==> src/rtl/plic_mctx_core_pkg.sv <==
// Shared PLIC constants and types: trigger-mode encodings, default widths
// and the gateway state enum.
package plic_mctx_core_pkg;

  localparam logic TM_LEVEL = 1'b0;
  localparam logic TM_EDGE  = 1'b1;

  localparam int DEF_IRQ_NUM   = 32;
  localparam int DEF_PRIO_LEV  = 16;
  localparam int DEF_CTX_NUM   = 2;
  localparam int DEF_GWP_WIDTH = 3;

  typedef enum logic [1:0] {
    GW_IDLE = 2'd0,
    GW_PEND = 2'd1,
    GW_SERV = 2'd2
  } gw_state_e;

endpackage

==> src/rtl/plic_gateway.sv <==
// Per-source PLIC gateway: IDLE/PEND/SERV FSM with level/edge request detection.
// Define PLIC_EDGE_CNT_EN to buffer edges that arrive outside IDLE in a saturating counter.
module plic_gateway
  import plic_mctx_core_pkg::*;
#(
  parameter int GWP_WIDTH = DEF_GWP_WIDTH
) (
  input  logic clk_i,
  input  logic rst_n_i,
  input  logic irq_i,
  input  logic tm_i,
  input  logic claim_i,
  input  logic complete_i,
  output logic ip_o
);

  gw_state_e state;
  logic      irq_q;
  logic      edge_req;
  logic      req;
  logic      buf_req;

  assign edge_req = (tm_i == TM_EDGE) && irq_i && !irq_q;
  assign req      = (tm_i == TM_LEVEL) ? irq_i : edge_req;

`ifdef PLIC_EDGE_CNT_EN
  localparam logic [GWP_WIDTH-1:0] CNT_MAX = '1;

  logic [GWP_WIDTH-1:0] cnt;
  logic                 cnt_dec;
  logic                 cnt_inc;

  // A buffered edge re-pends from IDLE; a new edge coinciding with that is
  // itself buffered, so increment and decrement cancel.
  assign cnt_dec = (state == GW_IDLE) && (cnt != '0);
  assign cnt_inc = edge_req && ((state != GW_IDLE) || cnt_dec);
  assign buf_req = cnt_dec;

  always_ff @(posedge clk_i or negedge rst_n_i) begin
    if (!rst_n_i) begin
      cnt <= '0;
    end else if (cnt_inc && !cnt_dec) begin
      if (cnt != CNT_MAX) cnt <= cnt + 1'b1;
    end else if (cnt_dec && !cnt_inc) begin
      cnt <= cnt - 1'b1;
    end
  end
`else
  logic unused_gwp;
  assign unused_gwp = (GWP_WIDTH > 0);
  assign buf_req    = 1'b0;
`endif

  always_ff @(posedge clk_i or negedge rst_n_i) begin
    if (!rst_n_i) begin
      state <= GW_IDLE;
      irq_q <= 1'b0;
      ip_o  <= 1'b0;
    end else begin
      irq_q <= irq_i;
      case (state)
        GW_IDLE: begin
          if (req || buf_req) begin
            state <= GW_PEND;
            ip_o  <= 1'b1;
          end
        end
        GW_PEND: begin
          if (claim_i) begin
            state <= GW_SERV;
            ip_o  <= 1'b0;
          end
        end
        GW_SERV: begin
          if (complete_i) state <= GW_IDLE;
        end
        default: begin
          state <= GW_IDLE;
          ip_o  <= 1'b0;
        end
      endcase
    end
  end

endmodule

==> src/rtl/plic_mctx_core.sv <==
// Multi-context PLIC core: gateways, pending array, per-context arbitration and
// claim/complete. Optional edge buffering in the gateways via PLIC_EDGE_CNT_EN.
module plic_mctx_core
  import plic_mctx_core_pkg::*;
#(
  parameter int IRQ_NUM   = DEF_IRQ_NUM,
  parameter int PRIO_LEV  = DEF_PRIO_LEV,
  parameter int CTX_NUM   = DEF_CTX_NUM,
  parameter int GWP_WIDTH = DEF_GWP_WIDTH,
  localparam int LEV_W    = $clog2(PRIO_LEV),
  localparam int IRQ_W    = $clog2(IRQ_NUM)
) (
  input  logic                       clk_i,
  input  logic                       rst_n_i,
  input  logic                       en_i,
  input  logic [IRQ_NUM-1:0]         irq_i,
  input  logic [IRQ_NUM-1:0]         tm_i,
  input  logic [IRQ_NUM*LEV_W-1:0]   prio_i,
  input  logic [CTX_NUM*IRQ_NUM-1:0] ie_i,
  input  logic [CTX_NUM*LEV_W-1:0]   thold_i,
  input  logic [CTX_NUM-1:0]         claim_i,
  input  logic [CTX_NUM-1:0]         complete_i,
  input  logic [CTX_NUM*IRQ_W-1:0]   complete_id_i,
  output logic [CTX_NUM*IRQ_W-1:0]   claim_id_o,
  output logic [CTX_NUM*IRQ_W-1:0]   id_o,
  output logic [CTX_NUM-1:0]         irq_o,
  output logic [IRQ_NUM-1:0]         ip_o
);

  logic [IRQ_NUM-1:0]              ip;
  logic [IRQ_NUM-1:0]              src_claim;
  logic [IRQ_NUM-1:0]              src_cmpl;
  logic [CTX_NUM-1:0][IRQ_W-1:0]   cur_id;
  logic [CTX_NUM-1:0]              claim_ok;
  logic [CTX_NUM-1:0]              claim_win;

  logic unused_src0;
  assign unused_src0 = ^{irq_i[0], tm_i[0], src_claim[0], src_cmpl[0]};

  assign ip[0] = 1'b0;
  assign ip_o  = ip;

  for (genvar i = 1; i < IRQ_NUM; i++) begin : g_src
    plic_gateway #(
      .GWP_WIDTH (GWP_WIDTH)
    ) u_gw (
      .clk_i      (clk_i),
      .rst_n_i    (rst_n_i),
      .irq_i      (irq_i[i]),
      .tm_i       (tm_i[i]),
      .claim_i    (src_claim[i]),
      .complete_i (src_cmpl[i]),
      .ip_o       (ip[i])
    );
  end

  for (genvar c = 0; c < CTX_NUM; c++) begin : g_ctx
    logic [LEV_W-1:0] best_prio;
    logic [IRQ_W-1:0] best_id;
    logic [IRQ_W-1:0] id_p1;
    logic             vld_p1;
    logic             win;

    // Strict compare against the running best: ties keep the lowest ID and
    // the threshold acts as the initial bar.
    always_comb begin
      best_prio = thold_i[c*LEV_W +: LEV_W];
      best_id   = '0;
      for (int i = 1; i < IRQ_NUM; i++) begin
        if (ip[i] && ie_i[c*IRQ_NUM + i] && (prio_i[i*LEV_W +: LEV_W] > best_prio)) begin
          best_prio = prio_i[i*LEV_W +: LEV_W];
          best_id   = IRQ_W'(i);
        end
      end
    end

    // Stage p1: registered arbitration result.
    always_ff @(posedge clk_i or negedge rst_n_i) begin
      if (!rst_n_i) begin
        id_p1  <= '0;
        vld_p1 <= 1'b0;
      end else begin
        id_p1  <= best_id;
        vld_p1 <= (best_id != '0) && en_i;
      end
    end

    assign cur_id[c]   = id_p1;
    assign claim_ok[c] = claim_i[c] && (id_p1 != '0) && ip[id_p1];

    // A stale id_p1 after a claim fails the ip check; a lower-indexed
    // context claiming the same ID takes precedence.
    always_comb begin
      win = claim_ok[c];
      for (int j = 0; j < c; j++) begin
        if (claim_ok[j] && (cur_id[j] == id_p1)) win = 1'b0;
      end
    end

    assign claim_win[c]                    = win;
    assign claim_id_o[c*IRQ_W +: IRQ_W]    = win ? id_p1 : '0;
    assign id_o[c*IRQ_W +: IRQ_W]          = id_p1;
    assign irq_o[c]                        = vld_p1;
  end

  always_comb begin
    src_claim = '0;
    for (int c = 0; c < CTX_NUM; c++) begin
      if (claim_win[c]) src_claim[cur_id[c]] = 1'b1;
    end
  end

  always_comb begin
    logic [IRQ_W-1:0] cmpl_id;
    src_cmpl = '0;
    cmpl_id  = '0;
    for (int c = 0; c < CTX_NUM; c++) begin
      cmpl_id = complete_id_i[c*IRQ_W +: IRQ_W];
      if (complete_i[c] && (cmpl_id != '0) && (int'(cmpl_id) < IRQ_NUM))
        src_cmpl[cmpl_id] = 1'b1;
    end
  end

endmodule
==> config.mk <==
export PLATFORM = sky130hd
export DESIGN_NAME = plic_mctx_core
export DESIGN_NICKNAME = d
export VERILOG_FILES = /design/src/rtl/plic_mctx_core_pkg.sv /design/src/rtl/plic_gateway.sv /design/src/rtl/plic_mctx_core.sv
export SDC_FILE = /design/constraint.sdc
export NUM_CORES = 1
export LEC_CHECK = 0
export CAP_MARGIN = 20
export CORE_UTILIZATION = 44
export CTS_CLUSTER_SIZE = 28
export DETAILED_ROUTE_END_ITERATION = 12
export PLACE_DENSITY = 0.68
export SYNTH_ARGS = -nofsm -noshare
export SYNTH_HDL_FRONTEND = slang
export SYNTH_HIERARCHICAL = 1
export SYNTH_SLANG_ARGS = --single-unit
export TNS_END_PERCENT = 1
==> constraint.sdc <==
create_clock -name clk_i -period 60.3 [get_ports clk_i]
set_input_delay 9.045 -clock clk_i [delete_from_list [all_inputs] [get_ports clk_i]]
set_output_delay 9.045 -clock clk_i [all_outputs]
set_load 0.02 [all_outputs]
### Word-level counts from Yosys, hierarchy flattened

Cells that the tools add are included.

* order comparisons: 70
* equal/unequal tests: 156
* muxes and demuxes: 389
* bitwise gates (word level): 33
* reductions and logical operators: 329

Operators with widths (number)
* $mux 5: 62
* $gt 4x4->1: 62
* $mux 4: 60
* $logic_and 1x1->1: 199
* $mux 2: 93
* $pmux 2 s3: 31
* $reduce_and 3->1: 62
* $mux 32: 4
* $ne 2x2->1 const B: 62
* $mux 1: 102
* $pmux 1 s3: 31
* $or 32x32->32: 2
* $eq 2x1->1 const B: 31
* $eq 2x2->1 const B: 31
* $logic_not 2->1: 31
* $ne 2x1->1 const B: 31
* $logic_not 1->1: 31
* $not 1->1: 31
* $reduce_bool 5->1: 6
* $lt 5x6->1 const B: 4
* $demux 1 s5: 4
* $ge 5x1->1 const B: 4
* $bmux 1 s5: 2
* $eq 5x5->1: 1

* register bits after elaboration: 136
* input bits: 281
* output and inout bits: 54
* word-level logic and storage cells: 1074

### Longest topological paths before layout

Gate-level depths: netlist of the first run.

* depth in word-level cells: 95
* depth in mapped cells: 260
* mapped depth without buffers: 254

### Hierarchy

Netlist of the first run, hierarchy kept.

Modules (own cells, without submodules)
* plic_mctx_core: instances 1, cells each 2251, area each 15781.4 um^2, sequential area each 300.3 um^2
* plic_gateway: instances 31, cells each 16, area each 153.9 um^2, sequential area each 100.1 um^2

### Worst setup path before layout of the first run

OpenSTA, ideal clock, no wires.

* kind: in2reg
* start: in prio_i[4]
* end: reg g_ctx[1].vld_p1
* setup time: 0.143 ns
* arrival: 54.184 ns
* required time: 60.157 ns
* slack: 5.973 ns
* stages: 237
* path buffers: 7
* cell sequence: inv_1 > ha_1 > a41oi_1 > o21ai_1 > mux2i_1 > ha_1 > nand3_1 > a211o_1 > and4_1 > nand2_1 > mux2_2 > ha_1 > inv_1 > a21o_1 > maj3_1 > a21oi_1 > or4_4 > and2_1 > (+201 left out) > o211ai_2 > buf_4 > a21oi_1 > a31oi_1 > ha_1 > o21a_1 > o21a_1 > o2111ai_1 > mux2_2 > ha_1 > nor2b_1 > o21a_1 > o21a_1 > o2111ai_1 > and2_1 > o211ai_1 > a211oi_2 > a41oi_1

* word-level cells in the longest chain between the ends: 95

Ends and longest elaborated chain
* from (decl): line plic_mctx_core.sv:18 `input logic [IRQ_NUM*LEV_W-1:0] prio_i,`
* $gt 4x4->1: line plic_mctx_core.sv:70 `if (ip[i] && ie_i[c*IRQ_NUM + i] && (prio_i[i*LEV_W +: LEV_W] > best_prio)) begin`
* $logic_and 1x1->1: line plic_mctx_core.sv:70
* $mux 4: line plic_mctx_core.sv:70
* $gt 4x4->1: line plic_mctx_core.sv:70
* $logic_and 1x1->1: line plic_mctx_core.sv:70
* $mux 4: line plic_mctx_core.sv:70
* $gt 4x4->1: line plic_mctx_core.sv:70
* $logic_and 1x1->1: line plic_mctx_core.sv:70
* (+79 left out)
* $gt 4x4->1: line plic_mctx_core.sv:70
* $logic_and 1x1->1: line plic_mctx_core.sv:70
* $mux 4: line plic_mctx_core.sv:70
* $gt 4x4->1: line plic_mctx_core.sv:70
* $logic_and 1x1->1: line plic_mctx_core.sv:70
* $mux 5 (*): line plic_mctx_core.sv:70
* $reduce_bool 5->1 (*): line plic_mctx_core.sv:84 `vld_p1 <= (best_id != '0) && en_i;`
* $logic_and 1x1->1 (*): line plic_mctx_core.sv:84
* to (signal assigned): line plic_mctx_core.sv:84
* to (decl): line plic_mctx_core.sv:61 `logic vld_p1;`

Mark *: on every way between the ends. The rest lies on a longest branch, timed or not.
A chain may end at the register's enable or synchronous reset.

### Worst setup path after layout of the first run

* start: in prio_i[5]
* end: reg g_ctx[0].vld_p1

* word-level cells in the longest chain between the ends: 95

Ends and longest elaborated chain (line)
* $gt 4x4->1: plic_mctx_core.sv:70
* $logic_and 1x1->1: plic_mctx_core.sv:70
* $mux 4: plic_mctx_core.sv:70
* $gt 4x4->1: plic_mctx_core.sv:70
* $logic_and 1x1->1: plic_mctx_core.sv:70
* $mux 4: plic_mctx_core.sv:70
* $gt 4x4->1: plic_mctx_core.sv:70
* $logic_and 1x1->1: plic_mctx_core.sv:70
* (+79 left out)
* $gt 4x4->1: plic_mctx_core.sv:70
* $logic_and 1x1->1: plic_mctx_core.sv:70
* $mux 4: plic_mctx_core.sv:70
* $gt 4x4->1: plic_mctx_core.sv:70
* $logic_and 1x1->1: plic_mctx_core.sv:70
* $mux 5 (*): plic_mctx_core.sv:70
* $reduce_bool 5->1 (*): plic_mctx_core.sv:84
* $logic_and 1x1->1 (*): plic_mctx_core.sv:84
* to (signal assigned): plic_mctx_core.sv:84
* to (decl): plic_mctx_core.sv:61

Marks and branches as above.

==> results_dict.tcl, run 1 <==
set metrics [dict create \
    drv_cap 0 \
    antenna_left 0 \
    period_needed_ns 57.26 \
    initial_core_util 0.449 \
    yosysWarnings 6 \
    wl_met1_um 31000 \
    status "complete, no violations" \
    synthCells 2747 \
    cts_tree "done" \
    drt_first_pass_iters 7 \
    multi_input_area_um2 16100 \
    register_area_um2 3400 \
    critical-path-slowest-cell "or4_1" \
    cpPeakStageDelay_ns 0.62 \
    met2_length_um 35100 \
    synth_edf_count 0 \
    path_class "input pin to register" \
    async_flop_share 1.00 \
    fp.coreArea_um2 45800 \
    avgSynthCellArea_um2 7.48 \
    crit_arrival_ns 57.56 \
    synth.yosys.seq_area_share 0.166 \
    final_cell_mix "nand2_1, clkdlybuf4s50_1, nor2_1, inv_1, ha_1" \
    layout_commonest_cell "nand2_1" \
    max_clock_freq_ghz 0.0175 \
    clk_path_buf_depth 2 \
    nFillCells 4313 \
    rows 78 \
    layout-drive-gt1-share 0.136 \
    gp_congestion 0.975 \
    crit_path_end_kind "register" \
    die_height_um 218 \
    dpl.hpwl_um 58900 \
    hold_violations 0 \
    worst_slew_pin_slew_ns 0.994 \
    hp-start "g_src[8].u_gw/state[1]" \
    drt_iter0_markers 1836 \
    relSlewSlack 0.332 \
    reg2reg_setup_slack_ns 12.01 \
    die_w_um 218 \
    clock_skew_ns 0.0124 \
    worst-path-max-fanout 9 \
    grt_max_degree 74 \
    critPathRequiredTime_ns 60.60 \
    top_layer "met5" \
    setup_ws_ns 3.04 \
    avgViaCountPerCell 6.17 \
    cp_common_cell "ha_1" \
    post-place-ws_ns -0.334 \
    drt-total-wl_um 72400 \
    htreeDepth 4 \
    wl_per_cell_um 19.6 \
    drcViolationCount 0 \
    grt_pass1_wl_um 112000 \
    clock-sinks 136 \
    grt_pass1_vias 21580 \
    layout_worst_path_cycle_share 0.950 \
    setup_viol 0 \
    synthFlopType "dfrtp_1" \
    start_kind "input pin" \
    hold_path_class "register to register" \
    cts_root_buffer "clkbuf_16" \
    syn_area_um2 20600 \
    slew_viol_final 0 \
    overflow 0 \
    cp-startpoint "prio_i[5]" \
    cts_buffers 17 \
    area_growth_pct 23.4 \
    grtUsageTotal 0.294 \
    nets 3505 \
    ys_types 151 \
    routed-wl-met3_um 4640 \
    io_pins 335 \
    antenna_found_initial 5 \
    clk_pin_slew_ns 0.06 \
    dr_total_vias 22744 \
    rr_startpoint "g_src[1].u_gw/ip_o" \
    synthesis.nets 3180 \
    ys_seq_elements 136 \
    portBuffers 325 \
    die_area_um2 47600 \
    worstSkewPairLatency_ns 0.42 \
    hold-worst-slack_ns 0.483 \
]
==> final cells by class <==
type                    count  share of cell area
well taps                 600              0.0296
multi-input cells        2304               0.634
clock buffers              21              0.0178
inverters                 233              0.0345
flip-flops and latches    136               0.134
diodes                      2            0.000197
repair buffers            380               0.145
clock inverters            11             0.00484
==> logic make-up (layout without fill, tap and decap cells) <==
| kind of cell | after synthesis | in the layout | synth area share |
|---|---|---|---|
| compound gates | 893 | 893 | 0.312 |
| other cells | 1 | 3 | 0.000182 |
| mux | 128 | 128 | 0.0759 |
| fa+ha+maj | 167 | 167 | 0.0998 |
| simple gates | 1046 | 1046 | 0.245 |
| buf+inv | 307 | 645 | 0.0714 |
| xor+xnor | 69 | 69 | 0.0294 |
| flops | 136 | 136 | 0.166 |
==> registers in the layout, indices dropped and copies added (netlist names) <==
register          count
g_src.u_gw/state     62
g_src.u_gw/irq_q     31
g_ctx.vld_p1          2
g_ctx.id_p1          10
g_src.u_gw/ip_o      31
==> cell usage after synthesis (10+ instances only) <==
cell / number / share of area
clkbuf_8: 16 / 0.011
a21o_1: 29 / 0.011
mux2i_1: 45 / 0.022
or3_1: 12 / 0.0037
inv_2: 31 / 0.0057
nor2_1: 257 / 0.047
nand4_1: 37 / 0.011
buf_6: 10 / 0.0055
nand2_1: 336 / 0.061
a211oi_1: 23 / 0.0084
a31oi_1: 45 / 0.014
maj3_1: 15 / 0.0073
nor2b_1: 25 / 0.0076
or2_2: 19 / 0.0058
nor3_1: 37 / 0.0090
o211a_1: 11 / 0.0054
and2_2: 13 / 0.0047
o211ai_1: 38 / 0.014
o21ai_0: 143 / 0.035
nand2b_1: 51 / 0.016
nand3_1: 125 / 0.030
and3_1: 23 / 0.0070
inv_1: 201 / 0.037
o22ai_1: 69 / 0.021
ha_1: 152 / 0.093
o32ai_1: 10 / 0.0043
o221ai_1: 10 / 0.0043
a31o_2: 13 / 0.0055
o2111ai_1: 19 / 0.0081
xor2_1: 18 / 0.0077
o21a_1: 37 / 0.014
mux2_2: 63 / 0.035
dfrtp_1: 136 / 0.17
and2_1: 32 / 0.0097
a21oi_1: 154 / 0.038
o21ai_1: 74 / 0.018
a41oi_1: 12 / 0.0051
a211o_1: 10 / 0.0043
mux4_2: 14 / 0.015
clkbuf_1: 30 / 0.0055
xnor2_1: 51 / 0.022
==> through the flow <==
stage	util	instance area, um^2	TNS [ns]	cells
global route	0.554	25400	-0.501	3686
floorplan	-	20600	0	2747
detailed placement	0.528	24200	-0.912	3626
global placement	0.528	24200	0	3626
CTS	0.541	24700	0	3658
finish	0.554	25400	0	3687
==> repair_timing <==
action                     4_1_cts  5_1_grt
setup endpoints to repair        1       12
buffers inserted                 0       27
hold buffers                     0        0
gates resized for setup          1       90
pin swaps                        0       22
==> final timing paths <==
check | endpoint | cells past startpoint
min in group asynchronous | g_src[28].u_gw/irq_q | 1
setup reg to reg | g_ctx[1].vld_p1 | 233
setup / recovery | g_ctx[0].vld_p1 | 222
hold / removal | g_src[8].u_gw/state[0] | 1
max in group asynchronous | g_src[15].u_gw/ip_o | 2
hold reg to reg | g_src[8].u_gw/state[0] | 1
==> critical path, delay by kind of cell <==
kind / cells / cell delay, ns
simple gates: 55 / 10.77
mux: 19 / 6.03
compound gates: 90 / 19.31
buf+inv: 23 / 2.28
fa+ha+maj: 35 / 10.09
==> routing by layer <==
layer / up-vias / GRT usage
li1: 10867 / -
met1: 10922 / 0.378
met2: 841 / 0.512
met3: 108 / 0.0411
met4: 6 / 0.0753
met5: - / 0
Power of run 1 is not shown: default switching activity piles up to over one toggle a cycle in this logic, so the estimate is an artifact.
==> run 2, diff against run 1 <==
--- a/config.mk
+++ b/config.mk
@@ -9,6 +9,7 @@
 export CORE_UTILIZATION = 44
 export CTS_CLUSTER_SIZE = 28
 export DETAILED_ROUTE_END_ITERATION = 12
+export GPL_ROUTABILITY_DRIVEN = 0
 export PLACE_DENSITY = 0.68
 export SYNTH_ARGS = -nofsm -noshare
 export SYNTH_HDL_FRONTEND = slang
==> results_dict.tcl, run 2 (same netlist as run 1, synthesis figures left out) <==
set metrics [dict create \
    status "complete, no violations" \
    dr_total_vias 22789 \
    clk_path_buf_depth 2 \
    die_height_um 218 \
    worst-path-max-fanout 11 \
    grt_pass1_wl_um 111000 \
    drt_iter0_markers 2170 \
    antenna_left 0 \
    cp_common_cell "ha_1" \
    drt_first_pass_iters 6 \
    worst_slew_pin_slew_ns 1.24 \
    overflow 0 \
    largest_reg_flops 62 \
    avgViaCountPerCell 6.20 \
    wl_per_cell_um 19.4 \
    critPathRequiredTime_ns 60.60 \
    min_to "g_src[7].u_gw/state[0]" \
    grtUsageTotal 0.288 \
    layout_commonest_cell "nand2_1" \
    nets 3487 \
    crit_path_end_kind "register" \
    layout_worst_path_cycle_share 0.953 \
    hp-start "g_src[7].u_gw/state[1]" \
    fp.coreArea_um2 45800 \
    rr_worst_depth 233 \
    reg2reg_setup_slack_ns 11.85 \
    drcViolationCount 0 \
    cpPeakStageDelay_ns 0.56 \
    grt_max_degree 75 \
    dp_cells 3610 \
    timing.rr.end "g_ctx[1].vld_p1" \
    portBuffers 325 \
    reg_top3 "g_src.u_gw/state x62, g_src.u_gw/ip_o x31, g_src.u_gw/irq_q x31" \
    worstSkewPairLatency_ns 0.43 \
    grt_pass1_vias 21376 \
    clock_skew_ns 0.0154 \
    cp-startpoint "prio_i[6]" \
    clock-sinks 136 \
    cts_hold_buf 0 \
    die_area_um2 47600 \
    hold_path_class "register to register" \
    htreeDepth 4 \
    slew_viol_final 0 \
    worstHoldPathCells 1 \
    setup_viol 0 \
    regMostFlops "g_src.u_gw/state" \
    layout-drive-gt1-share 0.129 \
    rows 78 \
    drt-total-wl_um 71300 \
    hold_violations 0 \
    fin_cells 3673 \
    clk_pin_slew_ns 0.06 \
    area_growth_pct 22.9 \
    relSlewSlack 0.170 \
    cts_tree "done" \
    period_needed_ns 57.47 \
    cts_root_buffer "clkbuf_16" \
    critical-path-slowest-cell "or4b_1" \
    io_pins 335 \
    max_clock_freq_ghz 0.0174 \
    antenna_found_initial 8 \
    start_kind "input pin" \
    final_cell_mix "nand2_1, clkdlybuf4s50_1, nor2_1, inv_1, ha_1" \
    path_class "input pin to register" \
    drv_cap 0 \
    cts_buffers 17 \
    dpl.hpwl_um 57300 \
    crit_arrival_ns 57.76 \
    die_w_um 218 \
    rr_startpoint "g_src[1].u_gw/ip_o" \
    initial_core_util 0.449 \
]
[run 2: changes by cell type in the layout (fill, tap and decap cells not counted), sizes merged]
cell,before,now
buf,56,38
bufinv,2,4
clkbuf,21,17
clkinv,8,3
clkinvlp,1,3
diode,2,6
inv,233,238
[run 2: metrics by stage]
step	hold slack (ns)	setup TNS, ns	worst slack (ns)	utilization	instance area [um^2]
after floorplan	0.456	0	5.97	-	20600
after global placement	0.472	0	0.651	0.526	24100
after detailed placement	0.479	-4.13	-0.901	0.526	24100
after CTS	0.490	0	0.124	0.540	24700
after global routing	0.503	-0.526	-0.199	0.552	25200
final	0.487	0	2.83	0.552	25300
[run 2: worst max-delay path: cells and delay by family]
family,cells,cell delay [ns]
AOI/OAI and AO/OA,84,17.35
and+or+nand+nor,61,10.88
adders and majority gates,34,9.30
muxes,29,8.18
buffers and inverters,27,2.91
[run 2: final cells by class]
class                      instances  area [um^2]
fill                            4289        20500
multi-input combinational       2304        16000
timing repair buffer             362         3530
sequential                       136         3400
inverter                         233          875
tap                              600          751
clock buffer                      17          425
clock inverter                    15          214
antenna                            6         15.0
[run 2: metal layers]
metal / routed length [um] / up-vias / GRT usage / share of wire
met1: 29400 / 10836 / 0.365 / 0.41
li1: - / 10837 / - / -
met5: 29 / - / 0 / 0.00041
met4: 2300 / 6 / 0.108 / 0.032
met3: 5370 / 138 / 0.0420 / 0.075
met2: 34200 / 972 / 0.494 / 0.48
[run 2: how the worst max path moves through the flow]
stage	end	slack [ns]	depth (start not counted)
6_report	g_ctx[1].vld_p1	2.83	235
5_1_grt	g_ctx[0].vld_p1	-0.20	226
4_1_cts	g_ctx[1].vld_p1	0.12	236
3_5_place_dp	g_ctx[1].vld_p1	-0.90	234
3_3_place_gp	g_ctx[1].vld_p1	0.65	234
2_1_floorplan	g_ctx[1].vld_p1	5.97	237
[run 2: timing repair]
action,in CTS,in global routing
setup buffers,1,24
resized for setup,3,77
endpoints found under the setup margin,6,12
pin swaps,1,20
Power of run 2 is left out for the same reason.
